$ cat config.mk
export PLATFORM = sky130hd
export DESIGN_NAME = bcd_7seg_scan_flat
export DESIGN_NICKNAME = d
export VERILOG_FILES = /design/src/rtl/seg7_pkg.sv /design/src/rtl/bcd_7seg_scan_if.sv /design/src/rtl/bcd_to_7seg.sv /design/src/rtl/bcd_7seg_scan.sv /design/src/flat_wrapper.sv
export SDC_FILE = /design/constraint.sdc
export NUM_CORES = 1
export LEC_CHECK = 0
export ABC_AREA = 1
export ABC_CLOCK_PERIOD_IN_PS = 3300
export CORE_MARGIN = 10
export CORE_UTILIZATION = 45
export CTS_CLUSTER_SIZE = 10
export DETAILED_ROUTE_END_ITERATION = 6
export HOLD_SLACK_MARGIN = 0.08
export PLACE_DENSITY = 0.66
export SYNTH_ARGS = -nofsm -noshare
export SYNTH_HDL_FRONTEND = slang
export SYNTH_SLANG_ARGS = --single-unit
$ cat constraint.sdc
create_clock -name clk -period 3.3 [get_ports clk]
set_input_delay 0.66 -clock clk [delete_from_list [all_inputs] [get_ports clk]]
set_output_delay 0.66 -clock clk [all_outputs]
set_load 0.01 [all_outputs]
$ cat src/rtl/seg7_pkg.sv
// Shared constants and types for the multiplexed seven-segment scanner.
// All segment patterns are active-low, ordered {g,f,e,d,c,b,a}.
package seg7_pkg;

  localparam int NUM_POS = 6;

  localparam logic [6:0] SEG_BLANK = 7'b1111111;
  localparam logic [6:0] SEG_MINUS = 7'b0111111;
  localparam logic [6:0] SEG_E     = 7'b0000110;

  localparam logic [6:0] SEG_DIGIT [0:9] = '{
    7'b1000000,
    7'b1111001,
    7'b0100100,
    7'b0110000,
    7'b0011001,
    7'b0010010,
    7'b0000010,
    7'b1111000,
    7'b0000000,
    7'b0010000
  };

  typedef logic [$clog2(NUM_POS)-1:0] pos_t;

  typedef struct packed {
    logic        sign;
    logic [19:0] digits;
  } bcd_value_t;

  // Position 5 is the sign slot and carries no digit.
  function automatic logic [3:0] digit_at(input logic [19:0] digits, input pos_t p);
    logic [3:0] d;
    case (p)
      3'd0:    d = digits[3:0];
      3'd1:    d = digits[7:4];
      3'd2:    d = digits[11:8];
      3'd3:    d = digits[15:12];
      3'd4:    d = digits[19:16];
      default: d = 4'd0;
    endcase
    return d;
  endfunction

endpackage

$ cat src/rtl/bcd_7seg_scan_if.sv
// Valid/ready handshake carrying a signed five-digit BCD value into the scanner.
interface bcd_7seg_scan_if;

  logic        in_valid;
  logic        in_ready;
  logic        negative;
  logic [19:0] digits;

  modport master (
    output in_valid,
    output negative,
    output digits,
    input  in_ready
  );

  modport slave (
    input  in_valid,
    input  negative,
    input  digits,
    output in_ready
  );

endinterface

$ cat src/rtl/bcd_to_7seg.sv
// Combinational BCD digit to active-low seven-segment pattern; non-decimal codes show E.
module bcd_to_7seg
  import seg7_pkg::*;
(
  input  logic [3:0] bcd,
  output logic [6:0] seg
);

  always_comb begin
    seg = SEG_E;
    if (bcd <= 4'd9) seg = SEG_DIGIT[bcd];
  end

endmodule

$ cat src/rtl/bcd_7seg_scan.sv
// Six-position multiplexed display driver with a double-buffered value that is
// only committed at frame boundaries, leading-zero blanking and a sign position.
module bcd_7seg_scan
  import seg7_pkg::*;
#(
  parameter int CLK_DIV = 50000
) (
  input  logic           clk,
  input  logic           reset,
  bcd_7seg_scan_if.slave bus,
  input  logic           blank_lz,
  output logic [5:0]     an,
  output logic [6:0]     seg
);

  localparam pos_t LAST_POS = pos_t'(NUM_POS - 1);

  logic [15:0] prescaler;
  logic        tick;
  logic        scanning;
  pos_t        pos;
  pos_t        pos_next;
  logic        pend;
  bcd_value_t  pend_val;
  bcd_value_t  disp_val;
  bcd_value_t  show_val;
  logic        commit;
  logic [3:0]  cur_digit;
  logic [6:0]  digit_seg;
  logic [6:0]  seg_next;
  logic [5:0]  an_next;
  logic [4:0]  lead_zero;

  assign tick         = (prescaler == 16'(CLK_DIV - 1));
  assign commit       = tick && scanning && (pos == LAST_POS) && pend;
  assign bus.in_ready = !pend;

  // The frame-boundary tick already decodes position 0, so it must see the value being committed.
  assign show_val = commit ? pend_val : disp_val;

  // The very first tick after reset lights position 0 instead of advancing past it.
  always_comb begin
    pos_next = '0;
    if (scanning && (pos != LAST_POS)) pos_next = pos + pos_t'(1);
  end

  always_comb begin
    logic run;
    run       = 1'b1;
    lead_zero = '0;
    for (int i = 4; i >= 0; i--) begin
      run          = run && (show_val.digits[i*4 +: 4] == 4'd0);
      lead_zero[i] = run;
    end
  end

  assign cur_digit = digit_at(show_val.digits, pos_next);

  bcd_to_7seg u_dec (
    .bcd (cur_digit),
    .seg (digit_seg)
  );

  always_comb begin
    seg_next = digit_seg;
    if (pos_next == LAST_POS) begin
      seg_next = show_val.sign ? SEG_MINUS : SEG_BLANK;
    end else if ((pos_next != '0) && blank_lz && lead_zero[pos_next]) begin
      seg_next = SEG_BLANK;
    end
  end

  assign an_next = ~(6'd1 << pos_next);

  always_ff @(posedge clk) begin
    if (reset) begin
      prescaler <= '0;
      scanning  <= 1'b0;
      pos       <= '0;
      pend      <= 1'b0;
      pend_val  <= '0;
      disp_val  <= '0;
      an        <= '1;
      seg       <= SEG_BLANK;
    end else begin
      prescaler <= tick ? '0 : prescaler + 16'd1;
      if (bus.in_valid && !pend) begin
        pend_val <= {bus.negative, bus.digits};
        pend     <= 1'b1;
      end
      if (tick) begin
        scanning <= 1'b1;
        pos      <= pos_next;
        an       <= an_next;
        seg      <= seg_next;
        if (commit) begin
          disp_val <= pend_val;
          pend     <= 1'b0;
        end
      end
    end
  end

endmodule

$ cat src/flat_wrapper.sv
// flat-port wrapper written by rule: the top's interface ports become plain ports
module bcd_7seg_scan_flat import seg7_pkg::*;
#(
  parameter int CLK_DIV = 50000
)
  (clk, reset, blank_lz, an, seg, bus_in_valid, bus_negative, bus_digits, bus_in_ready);
  bcd_7seg_scan_if bus_i ();
  input  logic clk;
  input  logic reset;
  input  logic blank_lz;
  output logic [5:0] an;
  output logic [6:0] seg;
  input wire logic [$bits(bus_i.in_valid)-1:0] bus_in_valid;
  input wire logic [$bits(bus_i.negative)-1:0] bus_negative;
  input wire logic [$bits(bus_i.digits)-1:0] bus_digits;
  output wire logic [$bits(bus_i.in_ready)-1:0] bus_in_ready;
  assign bus_i.in_valid = bus_in_valid;
  assign bus_i.negative = bus_negative;
  assign bus_i.digits = bus_digits;
  assign bus_in_ready = bus_i.in_ready;
  bcd_7seg_scan #(.CLK_DIV(CLK_DIV)) u_core (.clk(clk), .reset(reset), .bus(bus_i), .blank_lz(blank_lz), .an(an), .seg(seg));
endmodule
Yosys cells after proc, flatten, opt, wreduce, memory -nomap -nowiden:

Memories as Yosys holds them, arrays and structs flattened.
Cells that the tools add are included.

* equal/unequal tests: 8
* reductions and logical operators: 20
* shifts and indexed selects: 1
* $add $sub $neg: 2
* bitwise gates (word level): 2
* $lt $le $gt $ge: 3
* mux-type cells: 14

Operators with widths (count)
* $mux W7: 6
* $mux W21: 1
* $logic_not A4 Y1: 5
* $pmux W4 S5: 1
* $add A16 B1 Y16 const B: 1
* $eq A16 B16 Y1 const B: 1
* $logic_and A1 B1 Y1: 11
* $eq A3 B3 Y1 const B: 3
* $eq A3 B2 Y1 const B: 2
* $not A6 Y6: 1
* $shl A1 B3 Y6 const A: 1
* $ge A5 B5 Y1 const B: 1
* $not A4 Y5: 1
* $le A4 B4 Y1 const B: 1
* $lt A3 B4 Y1 const B: 1
* $mux W1: 4
* $add A3 B1 Y3 const B: 1
* $bmux W1 S3: 1
* $eq A3 B1 Y1 const B: 1
* $logic_not A3 Y1: 1
* $mux W3: 1
* $ne A3 B3 Y1 const B: 1
* $reduce_bool A3 Y1: 1
* $reduce_or A2 Y1: 1
* $logic_not A1 Y1: 1

* memories: 1
* memory bits (read-only): 112
* input port bits: 25
* output and inout port bits: 14
* register bits: 76
* logic and storage cells: 61

Memories
* (name not given): depth 16, width 7, read ports 1, clocked after Yosys merged registers in 0, wr ports 0, RTL line bcd_to_7seg.sv:11 `if (bcd <= 4'd9) seg = SEG_DIGIT[bcd];`

Longest topological paths before layout:

* word-level depth: 15
* mapped depth: 22
* mapped depth without buffers: 21

Cells and area by module:

From an unflattened synthesis, not the netlist that was laid out.

* cell total of the unflattened synthesis: 501
* area total of the unflattened synthesis: 3535.9 sq um

By module, submodules not included
* bcd_7seg_scan: cells each 471, area an instance 3362.0 sq um, seq. area each 1521.5 sq um, instances 1
* bcd_to_7seg: cells each 30, area an instance 173.9 sq um, seq. area each 0.0 sq um, instances 1

Worst setup path after synthesis:

Ideal clock, no wire load.

* kind: reg2reg
* start point: register u_core.pos[0]
* end point: register u_core.seg[3]
* buffers on the path: 1
* library setup time: 125 ps
* required time: 3175 ps
* arrival time: 2333 ps
* stages on the path, launching flop included: 21
* period minus slack after synthesis: 2457 ps
* slack: 843 ps
* cells stage by stage: dfxtp_1 > ha_1 > nand2_2 > nor3_4 > nand3_4 > buf_6 > nand2_2 > nand2_1 > nand2_1 > nand3_1 > nor2_4 > inv_1 > ha_1 > inv_1 > nand2_1 > nand2_1 > inv_2 > nand2_1 > nand2_1 > nor2_1 > a21oi_1

* cells in the longest elaborated chain, start to end: 14
* elaborated cells between the ends (all ways): 37
* those cells by class: add/sub: 1; order compare: 1; eq/ne: 7; mux: 10; bitwise: 1; reduce/logical: 16; memory: 1

RTL lines
* start: declaration: RTL line bcd_7seg_scan.sv:21 `pos_t pos;`
* start signal: assignment: RTL line bcd_7seg_scan.sv:93 `pos <= pos_next;`
* branches (longest 13 deep; another with $mem_v2 Z16 W7)
* $mux W7 (*): RTL line bcd_7seg_scan.sv:66 `if (pos_next == LAST_POS) begin`
* end signal: assignment: RTL line bcd_7seg_scan.sv:95 `seg <= seg_next;`
* end: declaration: RTL line bcd_7seg_scan.sv:13 `output logic [6:0] seg`

Every way passes the cells marked *. The select of a mux whose other input is x is not followed.
A chain may end at the register's enable or synchronous reset.

Worst setup path after layout:

* start point: register u_core.prescaler[0]
* end point: register u_core.seg[1]

* cells in the longest elaborated chain, start to end: 15
* elaborated cells between the ends (all ways): 26
* those cells by class: order compare: 1; eq/ne: 1; mux: 9; bitwise: 1; reduce/logical: 13; memory: 1

RTL lines
* start: declaration: RTL line bcd_7seg_scan.sv:18 `logic [15:0] prescaler;`
* start signal: assignment: RTL line bcd_7seg_scan.sv:86 `prescaler <= tick ? '0 : prescaler + 16'd1;`
* $eq A16 B16 Y1 (*): RTL line bcd_7seg_scan.sv:34 `assign tick = (prescaler == 16'(CLK_DIV - 1));`
* branches (longest 14 deep; another with $mem_v2 Z16 W7)

Marked as above.

==> impl_metrics.tcl <==
set metrics [dict create \
    finalSetupViolCount 0 \
    power_density_nw_per_um2 413 \
    synthTopCellsByArea "dfxtp_1 (42%), nand2_1 (10%), nor2_1 (9.0%)" \
    final_net_count 586 \
    fmax_mhz 355 \
    synthArstFlopShare 0 \
    multi_input_area_sq_um 1730 \
    path_clk_slew_ns 0.07 \
    hold_ws_ns 0.445 \
    yosysMostFrequentCell "nand2_1" \
    ys_top_cells_by_count "nand2_1 (96), nor2_1 (86), dfxtp_1 (76)" \
    synth_nets 545 \
    critPathCaptureType "register" \
    fin_skew_ns 0.00814 \
    synth_area_sq_um 3600 \
    post_cts_buffers 0 \
    initial_core_util 0.464 \
    dp_slack_ns 0.518 \
    postRouteAntennaNets 0 \
    drt-initial-drc-count 172 \
    drc_errors 0 \
    cts_sinks 76 \
    core-area_sq_um 7770 \
    synth_ff_type "dfxtp_1" \
    critPathKind "register to register" \
    dieWidth_um 109 \
    seq_area_frac_synth 0.422 \
    grt_max_degree 29 \
    row_count 32 \
    regArea_sq_um 1520 \
    fin_area_sq_um 4290 \
    p_leak_nw 1.86 \
    die_h_um 109 \
    place_inst 646 \
    cts_max_path_buffers 2 \
    finalNonFillerCells 662 \
    vdd_drop_max_mv 0.280 \
    detail_route.wl_per_cell_um 12.7 \
    syn2layout_area_growth_pct 18.9 \
    cts_tree "yes" \
    grt_pass1_wl_mm 14.2 \
    finalCritPeriodShare 0.854 \
    start_kind "register" \
    drive_gt1_frac 0.0929 \
    min_path_type "register to register" \
    synth_top_area_share 0.422 \
    setup-tns-final_ns 0 \
    cp_slowest_cell "nor2_2" \
    crit_buf_inv 2 \
    slowest_delay_ns 0.47 \
    synth.avg_cell_area_sq_um 7.01 \
    grtUsageTotal 0.148 \
    timing.final.ws_setup_ns 0.481 \
    h-tree-depth 3 \
    gp_congestion 0.948 \
    ys_types 34 \
    overflow 0 \
    crit_fanout 16 \
    die_area_sq_um 12000 \
    grt_pass1_vias 3013 \
    cts_root_buffer "clkbuf_8" \
    maxSlewViolCount 0 \
    hold_violations 0 \
    ctsHoldBuffers 0 \
    cpMostUsedCell "nand2_1" \
    maxCapViolCount 0 \
    routed_via_density 4.92 \
    status "completed" \
    placement.io_buffers 38 \
    num_antenna_cells 0 \
    crit_chain "ha_1 -> nand3_1 -> nor2_2 -> nand3_4 -> nand2_1 -> nand3_1 -> nand3_1 -> nor2_4 -> inv_1 -> ha_1 -> nand2_1 -> nand2_1 -> inv_1 -> nand2_1 -> nand4_1 -> nor2_1 -> nor2_1" \
    cp_top_family "simple AND/OR/NAND/NOR gates" \
    antenna_found_initial 0 \
    placed_cell_area_sq_um 4080 \
    pin_count 39 \
    arrival_ns 3.06 \
    synth_top_family_by_area "simple AND/OR/NAND/NOR gates" \
    synth.largest_area_cell "dfxtp_1" \
    synth_xor_area_frac 0.00486 \
    synth_cells 514 \
    synth_edf_count 0 \
    nFillCells 790 \
    dp_hpwl_mm 6.63 \
    synthMuxAreaShare 0 \
    first_pass_iters 4 \
    synthAdderAreaFrac 0.0208 \
    rsz0062_at_grt "no" \
    slew_headroom 0.535 \
    tightest_slew_ns 0.696 \
    synth-seq-cells 76 \
    clk_latency_ns 0.34 \
    period_needed_ns 2.82 \
    cts-resized-gates 0 \
    wl_mm 8.38 \
    synth-simple-area-share 0.326 \
    synth_compound_area_frac 0.127 \
    ys_warn_count 0 \
    numCtsBuffers 9 \
    required_ns 3.54 \
    vias 3255 \
]
[per-layer routing]
metal	part of all wire	vias to the layer above	track usage
li1	-	1733	-
met5	0	-	0
met1	0.49	1440	0.186
met3	0.058	8	0.0433
met2	0.45	74	0.239
met4	0.0090	0	0.0437
[layout make-up]
type / instances / area share
clock buffers: 12 / 0.0362
inverters: 73 / 0.0639
well taps: 102 / 0.0298
clock inverters: 4 / 0.0111
flip-flops and latches: 76 / 0.355
multi-input cells: 350 / 0.403
repair buffers: 45 / 0.101
[layout by cell type (no fill, tap or decap), types with 6 or more instances in the layout]
cell	n
nand3_1	23
nand2_1	96
inv_1	68
ha_1	6
a21oi_1	38
buf_4	7
o21ai_0	35
nand4_1	17
dfxtp_1	76
clkdlybuf4s50_1	38
clkbuf_8	11
nand2_2	7
nor2_1	86
[cells by family (layout without fill, tap and decap cells)]
kind of cell               count (synthesis)  after routing
xor gates and xnor gates                   2              2
and+or+nand+nor                          255            255
adders and majority gates                  6              6
AOI/OAI and AO/OA                         87             87
DFF                                       76             76
buffers and inverters                     88            134
[power by group]
group          leakage (nW)  internal, W  switching (W)
Clock                 0.102     0.000389       0.000330
Combinational          1.14    0.0000475      0.0000532
Sequential            0.618     0.000940      0.0000102
Total                  1.86      0.00138       0.000393
[flip-flops by register name, summed over array words and instances (netlist names)]
register / cells
u_core.seg: 7
u_core.pos: 3
u_core.pend: 1
u_core.disp_val: 21
u_core.an: 6
u_core.pend_val: 21
u_core.prescaler: 16
u_core.scanning: 1
[final timing paths]
| check | slack [ns] | to | startpoint | depth (start not counted) |
|---|---|---|---|---|
| max reg2reg | 0.48 | u_core.seg[1]$_SDFFE_PP1N_ | u_core.prescaler[0]$_SDFF_PP0_ | 17 |
| min | 0.45 | u_core.prescaler[0]$_SDFF_PP0_ | u_core.prescaler[0]$_SDFF_PP0_ | 1 |
| max | 0.48 | u_core.seg[1]$_SDFFE_PP1N_ | u_core.prescaler[0]$_SDFF_PP0_ | 17 |
| min reg2reg | 0.45 | u_core.prescaler[0]$_SDFF_PP0_ | u_core.prescaler[0]$_SDFF_PP0_ | 1 |
[stage by stage]
stage / total power, W / util
5_1_grt: 0.00185 / 0.552
2_1_floorplan: 0.00102 / -
6_report: 0.00177 / 0.552
3_5_place_dp: 0.00107 / 0.526
3_3_place_gp: 0.00107 / 0.526
4_1_cts: 0.00179 / 0.552
[worst register-to-register path, delay by kind of cell, from the launching register on]
kind / cells / cell delay [ns]
fa+ha+maj: 2 / 0.37
buf+inv: 2 / 0.14
flops: 1 / 0.35
simple gates: 13 / 1.86
No activity file was read; power rests on OpenSTA's default activity.
